[config.mk]
export PLATFORM = sky130hd
export DESIGN_NAME = saes_cbc_chain_flat
export DESIGN_NICKNAME = d
export VERILOG_FILES = /design/src/rtl/saes_pkg.sv /design/src/rtl/saes_cbc_chain_if.sv /design/src/rtl/saes_out_fifo.sv /design/src/rtl/saes_cbc_chain.sv /design/src/flat_wrapper.sv
export SDC_FILE = /design/constraint.sdc
export NUM_CORES = 1
export LEC_CHECK = 0
export ABC_AREA = 1
export CAP_MARGIN = 5
export CORE_ASPECT_RATIO = 0.7
export CORE_MARGIN = 2
export CORE_UTILIZATION = 35
export DETAILED_ROUTE_END_ITERATION = 12
export PLACE_DENSITY_LB_ADDON = 0.08
export SYNTH_ARGS = -nofsm -noshare
export SYNTH_HDL_FRONTEND = slang
export SYNTH_SLANG_ARGS = --single-unit
[constraint.sdc]
create_clock -name clk -period 3.3 [get_ports clk]
set_clock_uncertainty 0.15 [all_clocks]
set_input_delay 0.495 -clock clk [delete_from_list [all_inputs] [get_ports clk]]
set_output_delay 0.495 -clock clk [all_outputs]
set_load 0.1 [all_outputs]
[src/rtl/saes_pkg.sv]
// Shared S-AES definitions: block type, CBC front-end FSM encoding and the nibble S-boxes
// used by the encryptor, decryptor and key expansion.
package saes_pkg;

    localparam int BLOCK_W = 16;

    typedef logic [BLOCK_W-1:0] block_t;

    typedef enum logic [0:0] {
        IDLE    = 1'b0,
        CAPTURE = 1'b1
    } cbc_state_t;

    localparam logic [3:0] SBOX [16] = '{
        4'h9, 4'h4, 4'hA, 4'hB, 4'hD, 4'h1, 4'h8, 4'h5,
        4'h6, 4'h2, 4'h0, 4'h3, 4'hC, 4'hE, 4'hF, 4'h7
    };

    localparam logic [3:0] SBOX_INV [16] = '{
        4'hA, 4'h5, 4'h9, 4'hB, 4'h1, 4'h7, 4'h8, 4'hF,
        4'h6, 4'h0, 4'h2, 4'h3, 4'hC, 4'h4, 4'hD, 4'hE
    };

endpackage

[src/rtl/saes_cbc_chain_if.sv]
// Plaintext-in / ciphertext-out stream bundle of the CBC front end.
interface saes_cbc_chain_if;
    import saes_pkg::*;

    logic   in_valid;
    logic   in_ready;
    block_t in_data;
    logic   in_last;
    logic   out_valid;
    logic   out_ready;
    block_t out_data;
    logic   out_last;

    modport master (
        output in_valid, in_data, in_last, out_ready,
        input  in_ready, out_valid, out_data, out_last
    );

    modport slave (
        input  in_valid, in_data, in_last, out_ready,
        output in_ready, out_valid, out_data, out_last
    );

endinterface

[src/rtl/saes_out_fifo.sv]
// Synchronous ciphertext FIFO; head is the oldest entry, storage clears on reset so an
// empty FIFO presents zero.
module saes_out_fifo #(
    parameter  int DEPTH = 4,
    parameter  int W     = 17,
    localparam int CW    = $clog2(DEPTH + 1)
) (
    input  logic          clk,
    input  logic          rst,
    input  logic          push_i,
    input  logic [W-1:0]  din_i,
    input  logic          pop_i,
    output logic [W-1:0]  head_o,
    output logic [CW-1:0] count_o
);
    localparam int AW = $clog2(DEPTH);

    logic [W-1:0]  mem_q [DEPTH];
    logic [AW-1:0] wr_q, rd_q;
    logic [CW-1:0] count_q;

    always_ff @(posedge clk) begin
        if (rst) begin
            for (int i = 0; i < DEPTH; i++) mem_q[i] <= '0;
            wr_q    <= '0;
            rd_q    <= '0;
            count_q <= '0;
        end else begin
            if (push_i) begin
                mem_q[wr_q] <= din_i;
                wr_q        <= wr_q + 1'b1;
            end
            if (pop_i) rd_q <= rd_q + 1'b1;
            case ({push_i, pop_i})
                2'b10:   count_q <= count_q + 1'b1;
                2'b01:   count_q <= count_q - 1'b1;
                default: count_q <= count_q;
            endcase
        end
    end

    assign head_o  = mem_q[rd_q];
    assign count_o = count_q;

endmodule

[src/rtl/saes_cbc_chain.sv]
// CBC chaining front end for the combinational S-AES encryptor: XORs plaintext with the
// chain value, registers it to the encryptor, and queues the returned ciphertext.
module saes_cbc_chain
    import saes_pkg::*;
#(
    parameter int FIFO_DEPTH = 4
) (
    input  logic   clk,
    input  logic   rst,
    input  logic   key_load_i,
    input  block_t key_in_i,
    input  logic   iv_load_i,
    input  block_t iv_in_i,
    output logic   cfg_ready_o,
    saes_cbc_chain_if.slave bus,
    output block_t enc_pt_o,
    output block_t enc_key_o,
    input  block_t enc_ct_i
);
    localparam int CW = $clog2(FIFO_DEPTH + 1);

    cbc_state_t      state_q, state_d;
    block_t          key_q, key_d, iv_q, iv_d, chain_q, chain_d, pt_q, pt_d;
    logic            last_q, last_d;
    logic [CW-1:0]   count;
    logic [BLOCK_W:0] head;
    logic            key_go, iv_go, in_hs, push, pop;

    assign cfg_ready_o  = (state_q == IDLE);
    assign key_go       = key_load_i && cfg_ready_o;
    assign iv_go        = iv_load_i && cfg_ready_o;
    // Space is checked only in IDLE, so the push one cycle later can never overflow.
    assign bus.in_ready = cfg_ready_o && (count < CW'(FIFO_DEPTH)) && !key_load_i && !iv_load_i;
    assign in_hs        = bus.in_valid && bus.in_ready;
    assign push         = (state_q == CAPTURE);
    assign pop          = bus.out_valid && bus.out_ready;

    always_comb begin
        state_d = state_q;
        key_d   = key_q;
        iv_d    = iv_q;
        chain_d = chain_q;
        pt_d    = pt_q;
        last_d  = last_q;
        if (key_go) key_d = key_in_i;
        if (iv_go) begin
            iv_d    = iv_in_i;
            chain_d = iv_in_i;
        end
        case (state_q)
            IDLE: if (in_hs) begin
                pt_d    = bus.in_data ^ chain_q;
                last_d  = bus.in_last;
                state_d = CAPTURE;
            end
            CAPTURE: begin
                chain_d = last_q ? iv_q : enc_ct_i;
                state_d = IDLE;
            end
            default: state_d = IDLE;
        endcase
    end

    always_ff @(posedge clk) begin
        if (rst) begin
            state_q <= IDLE;
            key_q   <= '0;
            iv_q    <= '0;
            chain_q <= '0;
            pt_q    <= '0;
            last_q  <= 1'b0;
        end else begin
            state_q <= state_d;
            key_q   <= key_d;
            iv_q    <= iv_d;
            chain_q <= chain_d;
            pt_q    <= pt_d;
            last_q  <= last_d;
        end
    end

    saes_out_fifo #(
        .DEPTH (FIFO_DEPTH),
        .W     (BLOCK_W + 1)
    ) u_fifo (
        .clk     (clk),
        .rst     (rst),
        .push_i  (push),
        .din_i   ({enc_ct_i, last_q}),
        .pop_i   (pop),
        .head_o  (head),
        .count_o (count)
    );

    assign bus.out_valid = (count != '0);
    assign bus.out_data  = head[BLOCK_W:1];
    assign bus.out_last  = head[0];
    assign enc_pt_o      = pt_q;
    assign enc_key_o     = key_q;

endmodule

[src/flat_wrapper.sv]
// flat-port wrapper written by rule: the top's interface ports become plain ports
module saes_cbc_chain_flat import saes_pkg::*;
#(
    parameter int FIFO_DEPTH = 4
)
  (clk, rst, key_load_i, key_in_i, iv_load_i, iv_in_i, cfg_ready_o, enc_pt_o, enc_key_o, enc_ct_i, bus_in_valid, bus_in_data, bus_in_last, bus_out_ready, bus_in_ready, bus_out_valid, bus_out_data, bus_out_last);
  saes_cbc_chain_if bus_i ();
  input  logic clk;
  input  logic rst;
  input  logic key_load_i;
  input  block_t key_in_i;
  input  logic iv_load_i;
  input  block_t iv_in_i;
  output logic cfg_ready_o;
  output block_t enc_pt_o;
  output block_t enc_key_o;
  input  block_t enc_ct_i;
  input wire logic [$bits(bus_i.in_valid)-1:0] bus_in_valid;
  input wire logic [$bits(bus_i.in_data)-1:0] bus_in_data;
  input wire logic [$bits(bus_i.in_last)-1:0] bus_in_last;
  input wire logic [$bits(bus_i.out_ready)-1:0] bus_out_ready;
  output wire logic [$bits(bus_i.in_ready)-1:0] bus_in_ready;
  output wire logic [$bits(bus_i.out_valid)-1:0] bus_out_valid;
  output wire logic [$bits(bus_i.out_data)-1:0] bus_out_data;
  output wire logic [$bits(bus_i.out_last)-1:0] bus_out_last;
  assign bus_i.in_valid = bus_in_valid;
  assign bus_i.in_data = bus_in_data;
  assign bus_i.in_last = bus_in_last;
  assign bus_i.out_ready = bus_out_ready;
  assign bus_in_ready = bus_i.in_ready;
  assign bus_out_valid = bus_i.out_valid;
  assign bus_out_data = bus_i.out_data;
  assign bus_out_last = bus_i.out_last;
  saes_cbc_chain #(.FIFO_DEPTH(FIFO_DEPTH)) u_core (.clk(clk), .rst(rst), .key_load_i(key_load_i), .key_in_i(key_in_i), .iv_load_i(iv_load_i), .iv_in_i(iv_in_i), .cfg_ready_o(cfg_ready_o), .bus(bus_i), .enc_pt_o(enc_pt_o), .enc_key_o(enc_key_o), .enc_ct_i(enc_ct_i));
endmodule
==> run summary, run 1 <==
Outcome = finished, final reports clean
EDFF count, synth = 68
DIE WIDTH = 161.9 µm
Clk_lat worst skew = 0.42 ns
R2R Path End = u_core.u_fifo.mem_q[3][15]
P_int = 3822 µW
Maximum vdd drop = 282.6 µV
Overflow after GRT = 0
Gate power share = 0.295
Inserted Diodes = 0
Critical path launch point type = flip-flop
Worst R2R Setup Slack = 1.26 ns
Yosys reg bits = 143
Post_cts resized = 0
Crit. End Element = primary output
Commonest cells in the netlist = 221 x nor2_1, 110 x nand2_1, 75 x dfxtp_1
Unrepaired setup endpoints after global routing = false
Syn. warnings = 0
First-pass GRT wire length = 26.27 mm
Clock network power share = 0.360
WP data arrival = 2.06 ns
Share of cells above drive strength 1 = 0.1290
Nets = 913
Root Buffer = clkbuf_16
Seq pwr share = 0.345
Seq/Total Area, Yosys = 0.5801
Row count = 40
Least-Margin Pin Slew = 0.7860 ns
Worst-path clk slew = 0.06 ns
Clock Path Buffers = 2
Vias in the first global route = 4,984
Fmax = 369.2 MHz
Storage element area = 3543 µm²
CTS Hold Bufs = 0
Fraction of registers with async set or reset after synthesis = 0
Worst R2R Path Depth = 4
Initial antenna violation count = 0
Final setup violating endpoints = 0
Mapped Area = 6108 µm²
Min Tclk post-route = 2.708 ns
Final ANT Viol Nets = 0
Power per cell area = 703.7 nW/µm²
Setup TNS Final = 0 ns
Top_reg_cell synth = dfxtp_1
Slew Viols, Final = 0
Die Ht = 114.5 µm
Sw frac = 0.3435
Area Overhead vs Synth = 35.42%
I/O Buffers = 122
CP Data Required Time = 2.65 ns
Hold WC Path Type = reg2reg
Netlist cell types = 30
TritonCTS Buffers = 17
Fin Hold WS = 0.3104 ns
Initial core utilization = 0.3569
Synth top area cells = edfxtp_1 33%, dfxtp_1 25%, nor2_1 14%
Final Util = 0.4833
CTS tree = built
Max_cap viols = 0
Multi-input logic area = 2198 µm²
Mapped Cells = 720
Static leakage = 0.003590 µW
Die ar. = 18,540 µm²
DRC violations left = 0
Vias per Instance = 4.708
Psw = 2000 µW
Most numerous cell in the Yosys netlist = nor2_1
CTS H-tree lvls = 4
# Post-CTS Setup Buffers = 0
DRT Pass-1 Iters = 5
Synth Net Count = 793
Critical path type = reg2out
DR iter-0 viols = 310
CP Max Fanout = 20
Relative slew slack = 0.4747
Final hold violation count = 0
Total power = 5821 µW
R2R Path Start = u_core.push
WL/cell = 15.24 µm
Clk sinks = 143
GRT Overall Usage = 0.1857
IO Pins = 123
Synth area leader = edfxtp_1
Largest net degree at the start of global routing = 43
Core Box Area = 17,120 µm²
Fin crit share = 0.8207
Post-synth top area share = 0.3343
Termination of the worst setup path = bus_out_data[13]
Via count = 5,103
Detail Placement HPWL = 11.43 mm
Routed WL = 16.53 mm
Number of fill cells = 1,634
Final Wtd Congestion = 0.7749
Avg Cell Area, Syn = 8.484 µm²
==> worst min path at each step <==
stage / from / slack, ns / to / cells past startpoint
after detailed placement: u_core.u_fifo.count_o[0] / 0.30 / u_core.u_fifo.count_o[0] / 1
after global routing: u_core.iv_q[0] / 0.33 / u_core.iv_q[0] / 2
after floorplan: u_core.u_fifo.count_o[0] / 0.27 / u_core.u_fifo.count_o[0] / 1
after CTS: u_core.u_fifo.count_o[0] / 0.31 / u_core.u_fifo.count_o[0] / 1
after global placement: u_core.u_fifo.count_o[0] / 0.29 / u_core.u_fifo.count_o[0] / 1
final: u_core.u_fifo.count_o[0] / 0.31 / u_core.u_fifo.count_o[0] / 1
==> metal layers <==
layer / global-route usage / wire, µm / vias to the layer above
li1: - / - / 2568
met1: 0.2570 / 8045 / 2398
met2: 0.2851 / 7387 / 119
met3: 0.04998 / 862 / 18
met4: 0.05723 / 230 / 0
met5: 0 / 0 / -
==> flip-flops by register name, summed over array words and instances (netlist names), named ones only <==
name and count:
u_core.push 1, u_core.u_fifo.wr_q 2, u_core.chain_q 16, u_core.enc_key_o 16
u_core.u_fifo.count_o 3, u_core.u_fifo.rd_q 2, u_core.last_q 1, u_core.iv_q 16
u_core.enc_pt_o 16, u_core.u_fifo.mem_q 68
==> layout make-up <==
class / instances / area share
multi-input cells: 491 / 0.2658
inverters: 50 / 0.02284
well taps: 231 / 0.03494
flip-flops and latches: 143 / 0.4284
repair buffers: 137 / 0.1682
clock inverters: 7 / 0.01074
clock buffers: 25 / 0.06913
==> power groups by stage <==
stage	clock network (µW)	logic, µW	registers (µW)
after floorplan	0	966	2220
after global placement	0	1710	2050
after detailed placement	0	1720	2050
after CTS	2130	1730	2010
after global routing	2200	1810	2020
final	2100	1720	2010
==> critical path, cell delays in order (launching register included) <==
cell     delay (ns)
dfxtp_1        0.31
inv_1          0.43
buf_4          0.26
o21ai_0        0.09
o22ai_1        0.21
buf_4          0.34
==> metrics by stage <==
stage	cells	area, µm²	setup WS [ns]
4_1_cts	1084	8272	0.4983
5_1_grt	1084	8272	0.4199
3_3_place_gp	1052	7611	0.9951
3_5_place_dp	1052	7611	0.9568
6_report	1084	8272	0.5916
2_1_floorplan	720	6115	0.2102
==> cells in the final DEF (no fill, tap or decap) <==
master	count
a21oi_1	21
and2_1	1
buf_12	15
buf_4	52
bufinv_16	2
clkbuf_1	2
clkbuf_16	22
clkbuf_8	1
clkdlybuf4s50_1	70
clkinv_2	4
clkinvlp_4	1
dfxtp_1	75
edfxtp_1	68
fa_1	1
ha_1	1
inv_1	47
inv_2	2
inv_4	1
nand2_1	110
nand2_2	4
nand3_1	3
nand3_2	1
nand4_1	1
nor2_1	221
nor2_4	2
nor2_8	1
nor3_1	19
nor4_2	1
o21ai_0	63
o21ai_1	6
o21bai_1	1
o22ai_1	17
or2_2	1
xor2_1	16
==> cells by family after synthesis <==
logic type | count (synthesis) | share of synthesized area
simple gates | 365 | 0.2382
flops | 143 | 0.5801
compound gates | 108 | 0.09238
buf+inv | 86 | 0.06104
xor+xnor | 16 | 0.02294
fa+ha+maj | 2 | 0.005325
(Power assumes the default switching activity.)
==> inputs of run 2 (changes only) <==
clock period = 2.4 ns   (was 3.3 ns; I/O delays follow)
==> run summary, run 2 (synthesis results as in run 1) <==
Crit. End Element = primary output
Die Ht = 114.5 µm
Fmax = 442.3 MHz
Row count = 40
Inserted Diodes = 0
Max_cap viols = 0
DRC violations left = 0
Vias per Instance = 4.692
CTS H-tree lvls = 4
Hold WC Path Type = reg2reg
WP data arrival = 1.75 ns
Setup TNS Final = 0 ns
Routed WL = 16.30 mm
Detail Placement HPWL = 11.65 mm
I/O Buffers = 122
Die ar. = 18,540 µm²
Critical path type = reg2out
R2R Path Start = u_core.u_fifo.count_o[2]
Most common cell after layout, fill and taps aside = nor2_1
CP Data Required Time = 1.89 ns
Final ANT Viol Nets = 0
Unrepaired setup endpoints after global routing = false
Final hold violation count = 0
Final Util = 0.4954
Clk_lat worst skew = 0.42 ns
Placed inst area = 7881 µm²
CP Max Fanout = 34
Termination of the worst setup path = bus_out_data[3]
Final setup violating endpoints = 0
Slew Viols, Final = 0
Biggest register = u_core.u_fifo.mem_q
First-pass GRT wire length = 26.02 mm
IO Pins = 123
Least-Margin Pin Slew = 0.6843 ns
Fin Hold WS = 0.3005 ns
Worst R2R Setup Slack = 0.43 ns
Slowest stage delay, CP = 0.38 ns
Critical path launch point type = flip-flop
Overflow after GRT = 0
Fin crit share = 0.9420
DRT Pass-1 Iters = 5
CP max-delay cell = dfxtp_1
Clock Path Buffers = 2
DR iter-0 viols = 332
TritonCTS Buffers = 17
Worst R2R Path Depth = 11
Crit-path leading delay family = buffers and inverters
Final instance area = 8479 µm²
Area Overhead vs Synth = 38.82%
CTS tree = built
Static leakage = 0.003659 µW
DIE WIDTH = 161.9 µm
Storage element area = 3543 µm²
Number of flip-flops in the largest register = 68
GRT Overall Usage = 0.1836
Largest net degree at the start of global routing = 39
Crit-path cells = inv_1 > buf_12 > o21ai_0 > o22ai_2 > buf_12
Via count = 5,110
Maximum vdd drop = 387.8 µV
Power per cell area = 937.4 nW/µm²
Vias in the first global route = 5,003
Root Buffer = clkbuf_16
Initial antenna violation count = 0
Most used cell along the critical path = buf_12
Initial core utilization = 0.3569
Clk sinks = 143
Core Box Area = 17,120 µm²
Final Wtd Congestion = 0.7832
Buf/Inv on CP = 3
Non-Filler Instances = 1,089
Most frequent cells in the layout = 221 x nor2_1, 110 x nand2_1, 75 x dfxtp_1
Nets = 918
Outcome = finished, final reports clean
Share of cells above drive strength 1 = 0.1550
R2R Path End = u_core.u_fifo.count_o[2]
Relative slew slack = 0.5433
Number of fill cells = 1,620
WL/cell = 14.96 µm
Worst-path clk slew = 0.06 ns
Multi-input logic area = 2318 µm²
Min Tclk post-route = 2.261 ns
Cell Count Post-Placement = 1,057
Critical path depth = 5
-- run 2: changes by cell type in the layout (fill, tap and decap cells not counted), moves of 2 or more --
| cell | delta |
|---|---|
| clkinv_1 | +2 |
| clkinv_4 | +4 |
| clkbuf_16 | -5 |
| clkinvlp_2 | +3 |
| o22ai_2 | +17 |
| buf_4 | -5 |
| buf_12 | +9 |
| clkbuf_1 | -2 |
| clkinv_2 | -2 |
| o22ai_1 | -17 |
-- run 2: power breakdown --
part | switching [µW] | leakage, µW | total [µW] | internal, µW
Combinational | 1710 | 0.00206 | 2500 | 799
Clock | 1050 | 0.000280 | 2680 | 1620
Sequential | 74.9 | 0.00132 | 2770 | 2690
Total | 2830 | 0.00366 | 7950 | 5120
-- run 2: area by class of cell --
| type | count | share of cell area |
|---|---|---|
| Clock buffer | 17 | 0.05017 |
| Clock inverter | 15 | 0.01992 |
| Inverter | 50 | 0.02228 |
| Multi-Input combinational cell | 491 | 0.2734 |
| Sequential cell | 143 | 0.4179 |
| Tap cell | 231 | 0.03409 |
| Timing Repair Buffer | 142 | 0.1822 |
-- run 2: repair_timing --
| item | in CTS | in global routing |
|---|---|---|
| setup endpoints to repair | 0 | 1 |
| buffers inserted | 0 | 0 |
| hold buffers | 0 | 0 |
| gates resized for setup | 0 | 1 |
-- run 2: layer usage --
metal	vias to the layer above	part of all wire	routed length, µm	global-route usage
met5	-	0	0	0
met4	0	0.0086	140	0.06254
met3	9	0.058	952	0.04382
met2	122	0.45	7297	0.2806
met1	2410	0.49	7905	0.2562
li1	2569	-	-	-
-- run 2: metrics by stage --
stage / setup WS, ns / power, µW
after floorplan: 0.09285 / 4466
after global placement: 0.2330 / 5315
after detailed placement: 0.2173 / 5338
after CTS: 0.07811 / 8009
after global routing: 0.07113 / 8241
final: 0.1392 / 7949
-- run 2: worst register-to-register path: cells and delay by family, from the launching register on --
family	cells	cell delay, ns
fa+ha+maj	2	0.55
simple gates	6	0.59
flops	1	0.42
buf+inv	3	0.20
-- run 2: worst min-delay path by stage --
| stage | endpoint | depth (start not counted) | from |
|---|---|---|---|
| final | u_core.u_fifo.count_o[0] | 1 | u_core.u_fifo.count_o[0] |
| after global routing | u_core.u_fifo.count_o[0] | 1 | u_core.u_fifo.count_o[0] |
| after CTS | u_core.u_fifo.count_o[0] | 1 | u_core.u_fifo.count_o[0] |
| after detailed placement | u_core.u_fifo.count_o[0] | 1 | u_core.u_fifo.count_o[0] |
| after global placement | u_core.u_fifo.count_o[0] | 1 | u_core.u_fifo.count_o[0] |
| after floorplan | u_core.u_fifo.count_o[0] | 1 | u_core.u_fifo.count_o[0] |
==> inputs of run 3 (changes only) <==
CAP_MARGIN = default   (was 5)
MAX_ROUTING_LAYER = met4   (was default)
==> run summary, run 3 (synthesis results as in run 1) <==
Cell Count Post-Placement = 1,057
Number of flip-flops in the largest register = 68
DRC violations left = 0
Die ar. = 18,540 µm²
Core Box Area = 17,120 µm²
Routed WL = 16.38 mm
Clock network power share = 0.336
Maximum vdd drop = 391.6 µV
Min Tclk post-route = 2.256 ns
CP Data Required Time = 1.89 ns
Final instance area = 8479 µm²
WL/cell = 15.04 µm
CTS Hold Bufs = 0
Final hold violation count = 0
Die Ht = 114.5 µm
TritonCTS Buffers = 17
Met1 Use GR = 0.2562
Initial antenna violation count = 0
Final Util = 0.4954
Detail Placement HPWL = 11.65 mm
Relative slew slack = 0.5411
First-pass GRT wire length = 26.01 mm
DRT Pass-1 Iters = 4
Hold WC Path Type = reg2reg
Root Buffer = clkbuf_16
Worst-path clk slew = 0.06 ns
Sw frac = 0.3563
Vias per Instance = 4.718
Inserted Diodes = 0
Fmax = 443.3 MHz
Overflow after GRT = 0
CTS H-tree lvls = 4
Fin crit share = 0.9400
Share of cells above drive strength 1 = 0.1550
Most common cell after layout, fill and taps aside = nor2_1
Setup WS pre-CTS = 0.2173 ns
Static leakage = 0.003659 µW
Row count = 40
GRT Overall Usage = 0.1890
Clock Path Buffers = 2
Post_cts resized = 0
Largest net degree at the start of global routing = 39
Gate power share = 0.316
Critical path launch point type = flip-flop
DR iter-0 viols = 349
Critical path type = reg2out
Placed inst area = 7881 µm²
Outcome = finished, final reports clean
Max_cap viols = 0
Met2 usage = 0.2803
Most frequent cells in the layout = 221 x nor2_1, 110 x nand2_1, 75 x dfxtp_1
Unrepaired setup endpoints after global routing = false
Setup ws final = 0.1440 ns
Via count = 5,138
Clk_lat worst skew = 0.42 ns
Crit. End Element = primary output
Nets = 918
Final Wtd Congestion = 0.7941
IO Pins = 123
Seq pwr share = 0.348
Final setup violating endpoints = 0
# Post-CTS Setup Buffers = 0
Vias in the first global route = 5,020
Gr busiest metal = met2
Psw = 2831 µW
Power per cell area = 937.2 nW/µm²
I/O Buffers = 122
Non-Filler Instances = 1,089
CTS tree = built
Least-Margin Pin Slew = 0.6876 ns
Biggest register = u_core.u_fifo.mem_q
GRT met3 Usage = 0.04926
Slew Viols, Final = 0
P_int = 5116 µW
Final ANT Viol Nets = 0
Area Overhead vs Synth = 38.82%
Setup TNS Final = 0 ns
WP data arrival = 1.75 ns
Clk sinks = 143
CP Max Fanout = 34
DIE WIDTH = 161.9 µm
Initial core utilization = 0.3569
run 3: cell counts in the layout (fill, tap and decap cells not counted):
Identical to the previous run, type by type.
run 3: per-stage QoR:
step	hold slack [ns]	power (µW)
6_report	0.2988	7947
5_1_grt	0.3301	8242
4_1_cts	0.3035	8009
3_5_place_dp	0.2944	5338
3_3_place_gp	0.2906	5315
2_1_floorplan	0.2717	4466
run 3: power groups by stage:
| stage | registers (µW) | logic [µW] | clock network [µW] |
|---|---|---|---|
| floorplan | 3060 | 1410 | 0 |
| global placement | 2810 | 2500 | 0 |
| detailed placement | 2820 | 2520 | 0 |
| CTS | 2770 | 2520 | 2720 |
| global route | 2780 | 2640 | 2820 |
| finish | 2770 | 2510 | 2670 |
run 3: path summary, 6_finish.rpt:
kind / from / endpoint / slack, ns / cells after the start
min: u_core.u_fifo.count_o[0] / u_core.u_fifo.count_o[0] / 0.30 / 1
min reg2reg: u_core.u_fifo.count_o[0] / u_core.u_fifo.count_o[0] / 0.30 / 1
max: flip-flop / bus_out_data[3] / 0.14 / 5
max reg2reg: u_core.u_fifo.count_o[2] / u_core.u_fifo.count_o[2] / 0.43 / 12
run 3: cell type report:
class                      count  area, µm²
sequential                   143       3543
clock inverter                15      168.9
timing repair buffer         142       1545
tap                          231      289.0
multi-input combinational    491       2318
inverter                      50      188.9
fill                        1620       8637
clock buffer                  17      425.4
run 3: metal layers:
metal | share of wire | vias up
li1 | - | 2568
met1 | 0.49 | 2425
met2 | 0.44 | 125
met3 | 0.052 | 20
met4 | 0.011 | 0
met5 | 0 | -
run 3: critical path: stages, from the launching register on:
cell and delay (ns):
dfxtp_1 0.38, inv_1 0.09, buf_12 0.17, o21ai_0 0.28, o22ai_2 0.18, buf_12 0.20
